### src/rtl/chess_clock_pkg.sv
// Shared types and BCD helpers for the two-player chess clock.
// Optional feature macro: CHESS_CLK_INC_EN (per-move increment helper).
package chess_clock_pkg;

    typedef enum logic [1:0] {
        IDLE,
        RUN,
        PAUSED,
        TIMEOUT
    } state_t;

    // One side's time, packed BCD mm:ss, most significant digit first.
    typedef struct packed {
        logic [3:0] mm_t;
        logic [3:0] mm_o;
        logic [3:0] ss_t;
        logic [3:0] ss_o;
    } mmss_t;

    localparam logic [15:0] MMSS_ZERO = 16'h0000;
    localparam logic [15:0] MMSS_ONE  = 16'h0001;
    localparam logic [15:0] MMSS_MAX  = 16'h9959;

    // A loadable time: every digit is decimal, seconds below 60, not 00:00.
    function automatic logic mmss_valid(input mmss_t v);
        return (v.mm_t <= 4'd9) && (v.mm_o <= 4'd9) &&
               (v.ss_t <= 4'd5) && (v.ss_o <= 4'd9) &&
               (v != MMSS_ZERO);
    endfunction

    // Subtract one second; ss 00 borrows from the minutes. Caller keeps v != 00:00.
    function automatic mmss_t mmss_dec(input mmss_t v);
        mmss_t r = v;
        if (v.ss_o != 4'd0) begin
            r.ss_o = v.ss_o - 4'd1;
        end else if (v.ss_t != 4'd0) begin
            r.ss_t = v.ss_t - 4'd1;
            r.ss_o = 4'd9;
        end else begin
            r.ss_t = 4'd5;
            r.ss_o = 4'd9;
            if (v.mm_o != 4'd0) begin
                r.mm_o = v.mm_o - 4'd1;
            end else begin
                r.mm_t = v.mm_t - 4'd1;
                r.mm_o = 4'd9;
            end
        end
        return r;
    endfunction

`ifdef CHESS_CLK_INC_EN
    // Add 0..59 seconds (BCD tens/ones) with carry into minutes, saturating at 99:59.
    function automatic mmss_t mmss_add_sec(input mmss_t v, input logic [3:0] inc_t,
                                           input logic [3:0] inc_o);
        mmss_t      r = v;
        logic [4:0] so;
        logic [4:0] st;
        logic       c_s;
        logic       c_min;
        so  = {1'b0, v.ss_o} + {1'b0, inc_o};
        c_s = (so > 5'd9);
        if (c_s) so = so - 5'd10;
        st    = {1'b0, v.ss_t} + {1'b0, inc_t} + {4'd0, c_s};
        c_min = (st > 5'd5);
        if (c_min) st = st - 5'd6;
        r.ss_o = so[3:0];
        r.ss_t = st[3:0];
        if (c_min) begin
            if ((v.mm_t == 4'd9) && (v.mm_o == 4'd9)) begin
                r = MMSS_MAX;
            end else if (v.mm_o == 4'd9) begin
                r.mm_o = 4'd0;
                r.mm_t = v.mm_t + 4'd1;
            end else begin
                r.mm_o = v.mm_o + 4'd1;
            end
        end
        return r;
    endfunction
`endif

endpackage

### src/rtl/bcd_mmss_counter.sv
// One side of the chess clock: a BCD mm:ss down-counter with load and,
// when CHESS_CLK_INC_EN is defined, a saturating per-move increment.
module bcd_mmss_counter
    import chess_clock_pkg::*;
#(
    parameter logic [15:0] INIT_MMSS = 16'h1000
) (
    input  logic        clk,
    input  logic        reset,
    input  logic        load,
    input  logic [15:0] load_val,
    input  logic        dec,
`ifdef CHESS_CLK_INC_EN
    input  logic        inc,
    input  logic [7:0]  inc_bcd,
`endif
    output logic [15:0] value,
    output logic        is_zero
);

    mmss_t cur;
    mmss_t nxt;

    assign cur     = value;
    assign is_zero = (value == MMSS_ZERO);

    // Next value: load wins, otherwise decrement first and then add the increment.
    always_comb begin
        // NOTE: default every always_comb output first so no path leaves it unassigned (no latch).
        nxt = cur;
        if (load) begin
            nxt = load_val;
        end else begin
            if (dec && !is_zero) nxt = mmss_dec(cur);
`ifdef CHESS_CLK_INC_EN
            // A side that just reached 00:00 has lost; it gets no increment.
            if (inc && (nxt != MMSS_ZERO)) nxt = mmss_add_sec(nxt, inc_bcd[7:4], inc_bcd[3:0]);
`endif
        end
    end

    // Time register, reset to the configured starting time.
    always_ff @(posedge clk) begin
        // NOTE: sequential state uses non-blocking assignments so all flops update together.
        if (reset) value <= INIT_MMSS;
        else       value <= nxt;
    end

endmodule

### src/rtl/chess_clock_ctrl.sv
// Two-player chess clock sequencer driving the display word reg_a.
// Holds the run/pause/timeout FSM, the 1 s prescaler, turn logic and output register.
// Optional feature macro: CHESS_CLK_INC_EN (adds INC_SEC to the mover on each move).
module chess_clock_ctrl
    import chess_clock_pkg::*;
#(
    parameter int unsigned CLK_HZ    = 100_000_000,
    parameter logic [15:0] INIT_MMSS = 16'h1000,
    parameter logic [7:0]  INC_SEC   = 8'd5
) (
    input  logic        segclk,
    input  logic        reset,
    input  logic        load,
    input  logic [15:0] init_mmss,
    input  logic        start,
    input  logic        move_done,
    input  logic        pause,
    output logic [31:0] reg_a,
    output logic        turn_b,
    output logic        running,
    output logic        timeout_w,
    output logic        timeout_b,
    output logic        load_err
);

    localparam int unsigned   PW         = (CLK_HZ > 1) ? $clog2(CLK_HZ) : 1;
    localparam logic [PW-1:0] PRESC_LAST = PW'(CLK_HZ - 1);

    state_t        state;
    state_t        state_nxt;
    logic [PW-1:0] presc;
    logic [15:0]   white_val;
    logic [15:0]   black_val;
    logic          white_zero;
    logic          black_zero;
    logic          load_ok;
    logic          tick;
    logic          expire;
    logic          move_ok;
    logic          active_zero;
    logic [15:0]   active_val;

    // A rejected load only raises load_err; the other inputs of that cycle still act.
    assign load_ok     = load && mmss_valid(init_mmss);
    assign tick        = (state == RUN) && (presc == PRESC_LAST);
    assign active_val  = turn_b ? black_val : white_val;
    assign active_zero = turn_b ? black_zero : white_zero;
    // The side to move reaches 00:00 on this tick.
    assign expire      = tick && (active_val == MMSS_ONE);
    // Hand-over: pause beats move_done, and a flag falling in the same cycle beats both.
    assign move_ok     = (state == RUN) && move_done && !pause && !expire && !load_ok;
    assign running     = (state == RUN);

`ifdef CHESS_CLK_INC_EN
    localparam logic [7:0] INC_BCD = {4'(INC_SEC / 8'd10), 4'(INC_SEC % 8'd10)};
    logic inc_w;
    logic inc_b;
    assign inc_w = move_ok && !turn_b;
    assign inc_b = move_ok && turn_b;
`else
    localparam logic [7:0] UNUSED_INC_SEC = INC_SEC;
`endif

    bcd_mmss_counter #(.INIT_MMSS(INIT_MMSS)) u_white (
        .clk      (segclk),
        .reset    (reset),
        .load     (load_ok),
        .load_val (init_mmss),
        .dec      (tick && !turn_b),
`ifdef CHESS_CLK_INC_EN
        .inc      (inc_w),
        .inc_bcd  (INC_BCD),
`endif
        .value    (white_val),
        .is_zero  (white_zero)
    );

    bcd_mmss_counter #(.INIT_MMSS(INIT_MMSS)) u_black (
        .clk      (segclk),
        .reset    (reset),
        .load     (load_ok),
        .load_val (init_mmss),
        .dec      (tick && turn_b),
`ifdef CHESS_CLK_INC_EN
        .inc      (inc_b),
        .inc_bcd  (INC_BCD),
`endif
        .value    (black_val),
        .is_zero  (black_zero)
    );

    // Next-state logic; an accepted load returns to IDLE from any state.
    always_comb begin
        state_nxt = state;
        if (load_ok) begin
            state_nxt = IDLE;
        end else begin
            case (state)
                IDLE:    if (start) state_nxt = RUN;
                RUN: begin
                    if (expire || active_zero) state_nxt = TIMEOUT;
                    else if (pause)            state_nxt = PAUSED;
                end
                PAUSED:  if (pause) state_nxt = RUN;
                TIMEOUT: state_nxt = TIMEOUT;
                default: state_nxt = IDLE;
            endcase
        end
    end

    // State register.
    always_ff @(posedge segclk) begin
        if (reset) state <= IDLE;
        else       state <= state_nxt;
    end

    // Prescaler: counts only while running, holds when paused, restarts each turn.
    always_ff @(posedge segclk) begin
        if (reset) begin
            presc <= '0;
        end else if (load_ok || ((state == IDLE) && start) || move_ok) begin
            presc <= '0;
        end else if (state == RUN) begin
            presc <= tick ? '0 : presc + PW'(1);
        end
    end

    // Turn, sticky timeout flags and the load rejection pulse.
    always_ff @(posedge segclk) begin
        if (reset) begin
            turn_b    <= 1'b0;
            timeout_w <= 1'b0;
            timeout_b <= 1'b0;
            load_err  <= 1'b0;
        end else begin
            load_err <= load && !mmss_valid(init_mmss);
            if (load_ok) begin
                turn_b    <= 1'b0;
                timeout_w <= 1'b0;
                timeout_b <= 1'b0;
            end else begin
                if ((state == IDLE) && start) turn_b <= 1'b0;
                else if (move_ok)             turn_b <= ~turn_b;
                if (expire && !turn_b) timeout_w <= 1'b1;
                if (expire && turn_b)  timeout_b <= 1'b1;
            end
        end
    end

    // Display word, one cycle behind the counters.
    always_ff @(posedge segclk) begin
        if (reset) reg_a <= {INIT_MMSS, INIT_MMSS};
        else       reg_a <= {white_val, black_val};
    end

endmodule
### config.mk
export PLATFORM = sky130hd
export DESIGN_NAME = chess_clock_ctrl
export DESIGN_NICKNAME = d
export VERILOG_FILES = /design/src/rtl/chess_clock_pkg.sv /design/src/rtl/bcd_mmss_counter.sv /design/src/rtl/chess_clock_ctrl.sv
export SDC_FILE = /design/constraint.sdc
export NUM_CORES = 1
export LEC_CHECK = 0
export ABC_AREA = 1
export CAP_MARGIN = 20
export CORE_MARGIN = 1.5
export CORE_UTILIZATION = 45
export CTS_CLUSTER_DIAMETER = 200
export DETAILED_ROUTE_END_ITERATION = 12
export PLACE_DENSITY_LB_ADDON = 0.3
export REMOVE_ABC_BUFFERS = 1
export SYNTH_ARGS = -nofsm -noshare
export SYNTH_HDL_FRONTEND = slang
export SYNTH_HIERARCHICAL = 1
export SYNTH_SLANG_ARGS = --single-unit
### constraint.sdc
create_clock -name segclk -period 2.7 [get_ports segclk]
set_clock_uncertainty 0.15 [all_clocks]
set_input_delay 0.54 -clock segclk [delete_from_list [all_inputs] [get_ports segclk]]
set_output_delay 0.54 -clock segclk [all_outputs]
set_load 0.005 [all_outputs]
==> run summary, run 1 <==
- **Yosys warning total** 6
- **first-pass iteration count of the detailed router** 5
- **Top Ports** 59
- **number of vias in the routed layout** 4993
- **area of the mapped netlist** 0.00524 mm2
- **Reg2Reg Launch Point** presc[0]
- **Clk pin slew, worst setup/hold paths** 0.07 ns
- **endpoint of the most critical register-to-register path** u_black/value[13]
- **Post-DP HPWL** 9.71 mm
- **Antenna diodes** 0
- **cell with the largest stage delay on the worst path** sky130_fd_sc_hd__dfxtp_1
- **average wire per standard cell** 13.2 um
- **worst setup margin** 0.279 ns
- **transition time of the tightest slew-check pin** 0.566 ns
- **Syn Area/Cell** 6.92 um2
- **layout cells sized above 1** 14.7%
- **MaxCap Viol Count** 0
- **core outline area** 0.0114 mm2
- **Placement Setup Slack** -0.0431 ns
- **fraction of the yosys area taken by sequential cells** 37.0%
- **global route total overflow** 0
- **# nets final** 867
- **Post-DRT Antenna Nets** 0
- **final cycle utilization of the critical path** 89.7%
- **standard-cell rows** 39
- **total of fill cells in the finished design** 1100
- **largest net degree at the start of global routing** 59
- **leakage power** 2.46 nW
- **number of standard cells in the layout, taps in and fillers out** 988
- **combined area of the multi-input logic cells** 0.00283 mm2
- **drc violations** 0
- **Vias/cell** 5.05
- **horizontal extent of the die** 111 um
- **Inserted Clock Buffers** 9
- **power after layout** 3.18 mW
- **run status** complete, no violations
- **final std cell area, no fill** 0.00644 mm2
- **area taken by flip-flops and latches** 0.00194 mm2
- **number of placed cells counting well taps** 972
- **worst hold endpoint** timeout_b
- **CP cell instances** ha_1 -> nand3_2 -> nor2_4 -> nand2_1 -> nor2_4 -> inv_1 -> nor2_1 -> nand3_4 -> nand2_4 -> nand2_2 -> nand2_1 -> a21oi_1
- **post-layout util** 56.7%
- **Achievable Freq** 413 MHz
- **worst-path maximum fanout** 10
- **Hold Path Origin** timeout_b
- **first-pass GRT wire length** 22.0 mm
- **critical path data arrival time** 2.49 ns
- **number of sinks driven by the clock tree** 97
- **number of global-route vias before repair** 4693
- **synthesis-to-finish area growth** 22.9%
- **setup repair after global routing missed its margin** false
- **CP Launch Point** presc[0]
- **CTS hold repair buffers** 0
- **GRT Total Usage** 22.0%
- **Worst Path Class, Setup** reg -> reg
- **register-to-register setup slack** 0.28 ns
- **worst slew slack as a fraction of its limit** 62.2%
- **die area** 0.0123 mm2
- **global placement routability congestion** 0.903
- **CP max stage delay** 0.38 ns
- **antenna violations before repair** 0
- **worst vdd rail ir drop** 529 uV
- **total detailed-routing wirelength** 13.1 mm
- **placed inst area** 0.00614 mm2
- **clock latency on the worst-skew pair** 0.36 ns
- **kind of capture point of the worst setup path** register
- **Max Buffers Root-to-Sink** 2
- **post-synthesis cell type count** 35
- **Worst Reg-to-Reg Cells** 12
- **DRC violation total after the first TritonRoute iteration** 263
- **Final Hold Viols** 0
- **initial standard-cell utilization of the core** 46.1%
- **Tightest Hold Check Type** reg -> reg
- **die height** 111 um
- **post-route worst hold slack** 0.323 ns
- **accumulated negative setup slack** 0 ns
- **level count of the clock H-tree** 3
- **clock tree from TritonCTS** yes
- **required time of the critical path** 2.77 ns
- **number of cells produced by synthesis** 757
- **startpoint type of the worst setup path** register
- **number of cells on the worst hold path** 2
- **Port Buffers** 58
- **final count of pins violating max slew** 0
- **cts repair resizes** 0
- **post-CTS setup buffer count** 0
- **final critical delay including setup and external delays** 2.42 ns
- **clock tree root buffer cell** sky130_fd_sc_hd__clkbuf_16
- **FF+latch count, synth** 97
- **Pwr Density** 494 mW/mm2
- **count of endpoints failing setup in the final report** 0
-- cell usage after synthesis, drive strengths merged --
library cell  instances  share of area [%]
nand3                55                6.6
or3                   1               0.12
a22oi                 1               0.14
o22ai                 3               0.36
nor3                 17                1.7
buf                   9                1.3
inv                  96                7.1
mux2i                 1               0.19
a21o                  1               0.14
o21ai                41                3.9
clkbuf                5               0.36
nand4                 7               0.84
nor4                  2               0.24
or2                   2               0.24
nand2               181                 15
clkinv                3               0.21
xor2                 14                2.3
nor2                168                 16
a21oi                41                3.9
ha                    5                1.2
xnor2                 7                1.2
dfxtp                97                 37
-- layout by cell type (no fill, tap or decap), types with 5 or more instances in the layout --
master,netlist,routed
sky130_fd_sc_hd__nand2_4,12,12
sky130_fd_sc_hd__dfxtp_1,97,97
sky130_fd_sc_hd__nand3_1,48,48
sky130_fd_sc_hd__ha_1,5,5
sky130_fd_sc_hd__buf_4,0,26
sky130_fd_sc_hd__nor2_4,21,21
sky130_fd_sc_hd__xor2_1,14,14
sky130_fd_sc_hd__xnor2_1,7,7
sky130_fd_sc_hd__inv_1,83,83
sky130_fd_sc_hd__a21oi_1,41,41
sky130_fd_sc_hd__nand4_1,7,7
sky130_fd_sc_hd__nand2_1,157,157
sky130_fd_sc_hd__nor3_1,16,16
sky130_fd_sc_hd__o21ai_1,5,5
sky130_fd_sc_hd__nand2_2,12,12
sky130_fd_sc_hd__nor2_1,135,135
sky130_fd_sc_hd__nor2_2,12,12
sky130_fd_sc_hd__clkbuf_16,0,9
sky130_fd_sc_hd__nand3_4,5,5
sky130_fd_sc_hd__o21ai_0,36,36
sky130_fd_sc_hd__clkdlybuf4s50_1,0,57
sky130_fd_sc_hd__inv_2,10,10
-- power breakdown --
| part | internal, mW | switching (mW) |
|---|---|---|
| clock network | 0.742 | 0.565 |
| logic | 0.157 | 0.228 |
| registers | 1.46 | 0.0327 |
-- critical path: cells and delay by family (launching register included) --
| family | cells | cell delay [ns] |
|---|---|---|
| buf+inv | 1 | 0.12 |
| flops | 1 | 0.38 |
| fa+ha+maj | 1 | 0.22 |
| compound gates | 1 | 0.06 |
| simple gates | 9 | 1.35 |
-- cell type report --
| type | count | area share [%] |
|---|---|---|
| multi-input combinational | 547 | 44.0 |
| sequential | 97 | 30.1 |
| timing repair buffer | 86 | 12.6 |
| inverter | 99 | 5.92 |
| clock buffer | 11 | 3.77 |
| tap | 143 | 2.78 |
| clock inverter | 5 | 0.835 |
-- registers in the layout (all words and copies together), names as in the netlist --
register and cells:
reg_a 32, presc 27, u_black/value 16, u_white/value 16, state 2, load_err 1
timeout_b 1, timeout_w 1, turn_b 1
-- metal layers --
| layer | up-vias | global-route usage, % | wire (um) |
|---|---|---|---|
| met5 | - | 0 | 0 |
| met4 | 0 | 7.44 | 267 |
| met3 | 21 | 6.62 | 819 |
| met2 | 151 | 33.8 | 5800 |
| met1 | 2290 | 29.3 | 6190 |
| li1 | 2531 | - | - |
-- worst max path at each step --
stage | to | slack [ns] | depth (start not counted)
floorplan | u_black/value[10] | 0.11 | 10
global placement | u_black/value[2] | 0.03 | 13
detailed placement | u_black/value[6] | -0.04 | 12
CTS | u_black/value[13] | 0.27 | 12
global route | u_black/value[13] | 0.10 | 12
finish | u_black/value[13] | 0.28 | 12
-- cells by family (layout without fill, tap and decap cells) --
| family | Yosys count | after routing | synth area share [%] |
|---|---|---|---|
| fa+ha+maj | 5 | 5 | 1.19 |
| mux | 1 | 1 | 0.191 |
| xor+xnor | 21 | 21 | 3.51 |
| compound gates | 87 | 87 | 8.47 |
| flops | 97 | 97 | 37.0 |
| buf+inv | 113 | 201 | 8.93 |
| simple gates | 433 | 433 | 40.7 |
(Power assumes the default switching activity.)
==> run 2: changes to the inputs <==
--- a/config.mk
+++ b/config.mk
@@ -9,10 +9,8 @@
 export CAP_MARGIN = 20
 export CORE_MARGIN = 1.5
 export CORE_UTILIZATION = 45
-export CTS_CLUSTER_DIAMETER = 200
 export DETAILED_ROUTE_END_ITERATION = 12
 export PLACE_DENSITY_LB_ADDON = 0.3
-export REMOVE_ABC_BUFFERS = 1
 export SYNTH_ARGS = -nofsm -noshare
 export SYNTH_HDL_FRONTEND = slang
 export SYNTH_HIERARCHICAL = 1
==> run summary, run 2 (synthesis gave the netlist of run 1 again) <==
- **core outline area** 0.0114 mm2, unchanged
- **initial standard-cell utilization of the core** 46.1%, unchanged
- **Net Count, Synth** 784
- **antenna violations before repair** 0, unchanged
- **average wire per standard cell** 13.0 um, -2.1%
- **leakage power** 2.46 nW, about the same
- **total detailed-routing wirelength** 12.8 mm, -2.2%
- **cell-internal power** 2.36 mW, +0.12%
- **required time of the critical path** 2.75 ns, -0.02 ns
- **placed inst area** 0.00615 mm2, about the same
- **clock latency on the worst-skew pair** 0.35 ns, about the same
- **first-pass GRT wire length** 21.5 mm, -2.0%
- **Max Buffers Root-to-Sink** 2, unchanged
- **# nets final** 866, -0.12%
- **worst slew slack as a fraction of its limit** 59.6%, -2.6 points
- **fraction of power spent switching nets** 25.9%, about the same
- **Inserted Clock Buffers** 9, unchanged
- **horizontal extent of the die** 111 um, unchanged
- **clock tree from TritonCTS** yes
- **number of sinks driven by the clock tree** 97, unchanged
- **Pwr Density** 494 mW/mm2, about the same
- **die area** 0.0123 mm2, unchanged
- **level count of the clock H-tree** 3, unchanged
- **largest registers** reg_a (32), presc (27)
- **setup repair after global routing missed its margin** false
- **wire length on met1** 6.08 mm, -1.8%
- **final cycle utilization of the critical path** 88.4%, -1.3 points
- **Vias/cell** 4.99, -1.3%
- **combinational cell fraction of total power** 12.1%, about the same
- **cts repair resizes** 0, unchanged
- **run status** complete, no violations
- **Final Hold Viols** 0, unchanged
- **CTS hold repair buffers** 0, unchanged
- **clock tree root buffer cell** sky130_fd_sc_hd__clkbuf_16
- **part of the power in registers** 46.8%, about the same
- **Post-DP HPWL** 9.73 mm, +0.18%
- **Achievable Freq** 419 MHz, +1.5%
- **final std cell area, no fill** 0.00645 mm2, +0.19%
- **Top Ports** 59, unchanged
- **most frequent cells in the layout** 157 x sky130_fd_sc_hd__nand2_1, 135 x sky130_fd_sc_hd__nor2_1, 97 x sky130_fd_sc_hd__dfxtp_1, 83 x sky130_fd_sc_hd__inv_1, 57 x sky130_fd_sc_hd__clkdlybuf4s50_1
- **Worst Path Class, Setup** in -> reg
- **post-CTS setup buffer count** 0, unchanged
- **first-pass iteration count of the detailed router** 7, +2
- **MaxCap Viol Count** 0, unchanged
- **final count of pins violating max slew** 0, unchanged
- **GRT Total Usage** 21.4%, -0.52 points
- **drc violations** 0, unchanged
- **post-route worst hold slack** 0.306 ns, -0.0170 ns
- **global route total overflow** 0, unchanged
- **power after layout** 3.19 mW, +0.10%
- **flip-flop count of the largest register after layout** 32, unchanged
- **largest net degree at the start of global routing** 59, unchanged
- **Clk pwr share** 41.2%, about the same
- **Worst Reg-to-Reg Cells** 12, unchanged
- **Antenna diodes** 0, unchanged
- **number of global-route vias before repair** 4626, -1.4%
- **met2 wire len** 5.99 mm, +3.3%
- **die height** 111 um, unchanged
- **kind of capture point of the worst setup path** register
- **worst-path maximum fanout** 22, +12
- **global placement routability congestion** 0.887, -1.8%
- **Placement Setup Slack** -0.0303 ns, +0.0128 ns
- **Post-DRT Antenna Nets** 0, unchanged
- **Tightest Hold Check Type** reg -> reg
- **count of endpoints failing setup in the final report** 0, unchanged
- **layout cells sized above 1** 14.7%, +0.017 points
- **DRC violation total after the first TritonRoute iteration** 251, -4.6%
- **startpoint type of the worst setup path** input port
- **synthesis-to-finish area growth** 23.1%
- **uppermost signal routing layer after detailed routing** met4
- **number of vias in the routed layout** 4925, -1.4%
- **final critical delay including setup and external delays** 2.39 ns, -0.0359 ns
- **standard-cell rows** 39, unchanged
- **worst setup margin** 0.314 ns, +0.0359 ns
- **number of cells on the worst hold path** 2, unchanged
- **register containing the most flip-flops in the final layout** reg_a
- **worst vdd rail ir drop** 302 uV, -43%
- **Port Buffers** 58, unchanged
- **switching power of the nets** 826 uW, about the same
- **critical path data arrival time** 2.44 ns, -0.05 ns
- **Clk pin slew, worst setup/hold paths** 0.06 ns, about the same
- **detailed route wirelength on metal3** 544 um, -34%
- **commonest non-fill, non-tap cell in the layout** sky130_fd_sc_hd__nand2_1
- **transition time of the tightest slew-check pin** 0.605 ns, +0.0389 ns
[run 2: cell types whose count changed in the layout (fill, tap and decap cells not counted), sizes merged]
cell | previous run | this run
buf | 29 | 28
clkbuf | 11 | 10
clkinvlp | 0 | 1
[run 2: final timing paths]
| kind | start | end | slack, ns |
|---|---|---|---|
| worst max-delay path | init_mmss[1] | u_black/value[2] | 0.31 |
| worst min-delay path | timeout_w | timeout_w | 0.31 |
| worst max register to register | presc[0] | u_white/value[13] | 0.32 |
| worst min register to register | timeout_w | timeout_w | 0.31 |
[run 2: critical path, cell delays in order]
cell,delay (ns)
sky130_fd_sc_hd__clkdlybuf4s50_1,0.41
sky130_fd_sc_hd__nor2_1,0.21
sky130_fd_sc_hd__o21ai_0,0.15
sky130_fd_sc_hd__nor2_1,0.16
sky130_fd_sc_hd__nand3_2,0.09
sky130_fd_sc_hd__inv_1,0.26
sky130_fd_sc_hd__buf_12,0.20
sky130_fd_sc_hd__a21oi_1,0.06
sky130_fd_sc_hd__inv_2,0.13
sky130_fd_sc_hd__o21ai_0,0.10
sky130_fd_sc_hd__nand2_1,0.06
sky130_fd_sc_hd__a21oi_1,0.06
[run 2: per-layer routing]
metal	track usage [%]	up-vias
met5	0	-
met4	7.18	0
met3	3.55	12
met2	35.6	116
met1	28.3	2261
li1	-	2536
[run 2: area by class of cell]
type	count	area [um2]
fill	1062	4920
multi-input combinational	547	2830
sequential	97	1940
timing repair buffer	85	816
inverter	99	382
clock buffer	10	239
tap	143	179
clock inverter	6	65.1
[run 2: power by group through the flow]
stage	clock, mW	sequential [mW]	combinational, mW
detailed placement	0	1.52	0.383
floorplan	0	1.51	0.240
CTS	1.34	1.49	0.385
global route	1.39	1.49	0.426
finish	1.31	1.49	0.385
global placement	0	1.52	0.378
[run 2: metrics by stage]
step                      std cells  TNS [ns]  util (%)
after floorplan                 757         0         -
after global placement          971    -0.210      54.1
after detailed placement        971    -0.175      54.1
after CTS                       987         0      56.8
after global routing            987         0      56.8
final                           987         0      56.8
==> run 3: changes to the inputs <==
--- a/config.mk
+++ b/config.mk
@@ -6,11 +6,10 @@
 export NUM_CORES = 1
 export LEC_CHECK = 0
 export ABC_AREA = 1
-export CAP_MARGIN = 20
-export CORE_MARGIN = 1.5
 export CORE_UTILIZATION = 45
 export DETAILED_ROUTE_END_ITERATION = 12
 export PLACE_DENSITY_LB_ADDON = 0.3
+export RECOVER_POWER = 25
 export SYNTH_ARGS = -nofsm -noshare
 export SYNTH_HDL_FRONTEND = slang
 export SYNTH_HIERARCHICAL = 1
==> run summary, run 3 (synthesis gave the netlist of run 1 again) <==
- **run status** complete, no violations
- **clock latency on the worst-skew pair** 0.35 ns, about the same
- **Post-DP HPWL** 9.63 mm, -0.99%
- **worst slew slack as a fraction of its limit** 61.4%, +1.8 points
- **flip-flop count of the largest register after layout** 32, unchanged
- **synthesis-to-finish area growth** 22.8%
- **initial standard-cell utilization of the core** 46.1%, unchanged
- **startpoint type of the worst setup path** input port
- **first-pass GRT wire length** 21.3 mm, -0.96%
- **commonest non-fill, non-tap cell in the layout** sky130_fd_sc_hd__nand2_1
- **global route total overflow** 0, unchanged
- **cell-internal power** 2.40 mW, +1.9%
- **final count of pins violating max slew** 0, unchanged
- **core outline area** 0.0114 mm2, unchanged
- **clock tree root buffer cell** sky130_fd_sc_hd__clkbuf_16
- **register containing the most flip-flops in the final layout** reg_a
- **largest net degree at the start of global routing** 59, unchanged
- **Achievable Freq** 407 MHz, -3.0%
- **number of standard cells in the layout, taps in and fillers out** 984, -0.30%
- **Tightest Hold Check Type** reg -> reg
- **clock tree from TritonCTS** yes
- **Max Buffers Root-to-Sink** 2, unchanged
- **antenna violations before repair** 0, unchanged
- **drc violations** 0, unchanged
- **final critical delay including setup and external delays** 2.46 ns, +0.0741 ns
- **final cycle utilization of the critical path** 91.1%, +2.7 points
- **Antenna diodes** 0, unchanged
- **Top Ports** 59, unchanged
- **Final Hold Viols** 0, unchanged
- **Port Buffers** 58, unchanged
- **post-layout util** 56.6%, -0.17 points
- **die area** 0.0121 mm2, -1.8%
- **largest registers** reg_a (32), presc (27)
- **Post-DRT Antenna Nets** 0, unchanged
- **worst-path maximum fanout** 13, -41%
- **worst setup margin** 0.240 ns, -0.0741 ns
- **fraction of power spent switching nets** 24.7%, -1.2 points
- **DRC violation total after the first TritonRoute iteration** 229, -8.8%
- **part of the power in registers** 46.6%, -0.2 points
- **global placement routability congestion** 0.863, -2.7%
- **GRT Total Usage** 22.8%, +1.4 points
- **number of vias in the routed layout** 4957, +0.65%
- **Inserted Clock Buffers** 9, unchanged
- **Net Count, Synth** 784, unchanged
- **standard-cell rows** 39, unchanged
- **first-pass iteration count of the detailed router** 5, -2
- **post-route worst hold slack** 0.300 ns, -0.00589 ns
- **count of endpoints failing setup in the final report** 0, unchanged
- **horizontal extent of the die** 110 um, -0.90%
- **setup repair after global routing missed its margin** false
- **layout cells sized above 1** 14.0%, -0.66 points
- **accumulated negative setup slack** 0 ns, unchanged
- **Clk pwr share** 41.5%, +0.3 points
- **critical path data arrival time** 2.53 ns, +0.09 ns
- **CTS hold repair buffers** 0, unchanged
- **Pwr Density** 496 mW/mm2, +0.56%
- **Worst Path Class, Setup** in -> reg
- **# nets final** 863, -0.35%
- **die height** 110 um, -0.90%
- **total of fill cells in the finished design** 1084, +2.1%
- **cts repair resizes** 0, unchanged
- **worst vdd rail ir drop** 601 uV, +99%
- **combinational cell fraction of total power** 11.9%, -0.2 points
- **number of sinks driven by the clock tree** 97, unchanged
- **number of global-route vias before repair** 4604, -0.48%
- **kind of capture point of the worst setup path** register
- **transition time of the tightest slew-check pin** 0.579 ns, -0.0267 ns
- **average wire per standard cell** 13.1 um, +0.98%
- **switching power of the nets** 790 uW, -4.4%
- **total detailed-routing wirelength** 12.9 mm, +0.67%
- **leakage power** 2.45 nW, -0.54%
- **level count of the clock H-tree** 3, unchanged
- **MaxCap Viol Count** 0, unchanged
- **required time of the critical path** 2.77 ns, +0.02 ns
- **Clk pin slew, worst setup/hold paths** 0.06 ns, about the same
- **post-CTS setup buffer count** 0, unchanged
- **most frequent cells in the layout** 157 x sky130_fd_sc_hd__nand2_1, 135 x sky130_fd_sc_hd__nor2_1, 97 x sky130_fd_sc_hd__dfxtp_1, 83 x sky130_fd_sc_hd__inv_1, 57 x sky130_fd_sc_hd__clkdlybuf4s50_1
- **Placement Setup Slack** -0.118 ns, -0.0873 ns
- **Vias/cell** 5.04, +0.96%
- **number of placed cells counting well taps** 968, -0.31%
[run 3: power groups by stage]
stage               combinational, mW  sequential (mW)  clock (mW)
floorplan                       0.240             1.51           0
global placement                0.375             1.52           0
detailed placement              0.379             1.52           0
CTS                             0.380             1.49        1.36
global route                    0.417             1.49        1.42
finish                          0.380             1.49        1.32
[run 3: final timing paths]
path                      from                 to  slack (ns)  depth (start not counted)
setup / recovery  init_mmss[2]   u_black/value[6]        0.24                         13
hold / removal       timeout_b          timeout_b        0.30                          2
setup reg to reg      presc[0]  u_black/value[13]        0.35                         12
hold reg to reg      timeout_b          timeout_b        0.30                          2
[run 3: final cells by class]
class                   instances  area, um2  area share (%)
clock buffers                  14        274            4.26
clock inverters                 2       35.0           0.544
inverters                      99        382            5.93
well taps                     143        179            2.78
repair buffers                 82        792            12.3
flip-flops and latches         97       1940            30.2
multi-input cells             547       2830            44.0
[run 3: per-layer routing]
metal	part of all wire (%)	global-route usage (%)	vias up
li1	-	-	2535
met1	45	29.2	2263
met2	48	38.4	143
met3	5.8	5.33	16
met4	1.6	6.10	0
met5	0	0	-
[run 3: per-stage QoR]
stage | total power [mW] | cell area, um2
2_1_floorplan | 1.75 | 5240
3_3_place_gp | 1.89 | 6130
3_5_place_dp | 1.90 | 6130
4_1_cts | 3.23 | 6440
5_1_grt | 3.34 | 6430
6_report | 3.19 | 6430
[run 3: worst max-delay path, stage by stage]
cell and delay (ns):
sky130_fd_sc_hd__clkdlybuf4s50_1 0.46, sky130_fd_sc_hd__nor2_1 0.22, sky130_fd_sc_hd__o21ai_0 0.17, sky130_fd_sc_hd__nor2_1 0.18
sky130_fd_sc_hd__nand3_2 0.09, sky130_fd_sc_hd__inv_1 0.12, sky130_fd_sc_hd__buf_12 0.15, sky130_fd_sc_hd__inv_4 0.05
sky130_fd_sc_hd__buf_12 0.13, sky130_fd_sc_hd__o22ai_1 0.20, sky130_fd_sc_hd__nand3_1 0.10, sky130_fd_sc_hd__nand2_1 0.08
sky130_fd_sc_hd__nor2_1 0.04
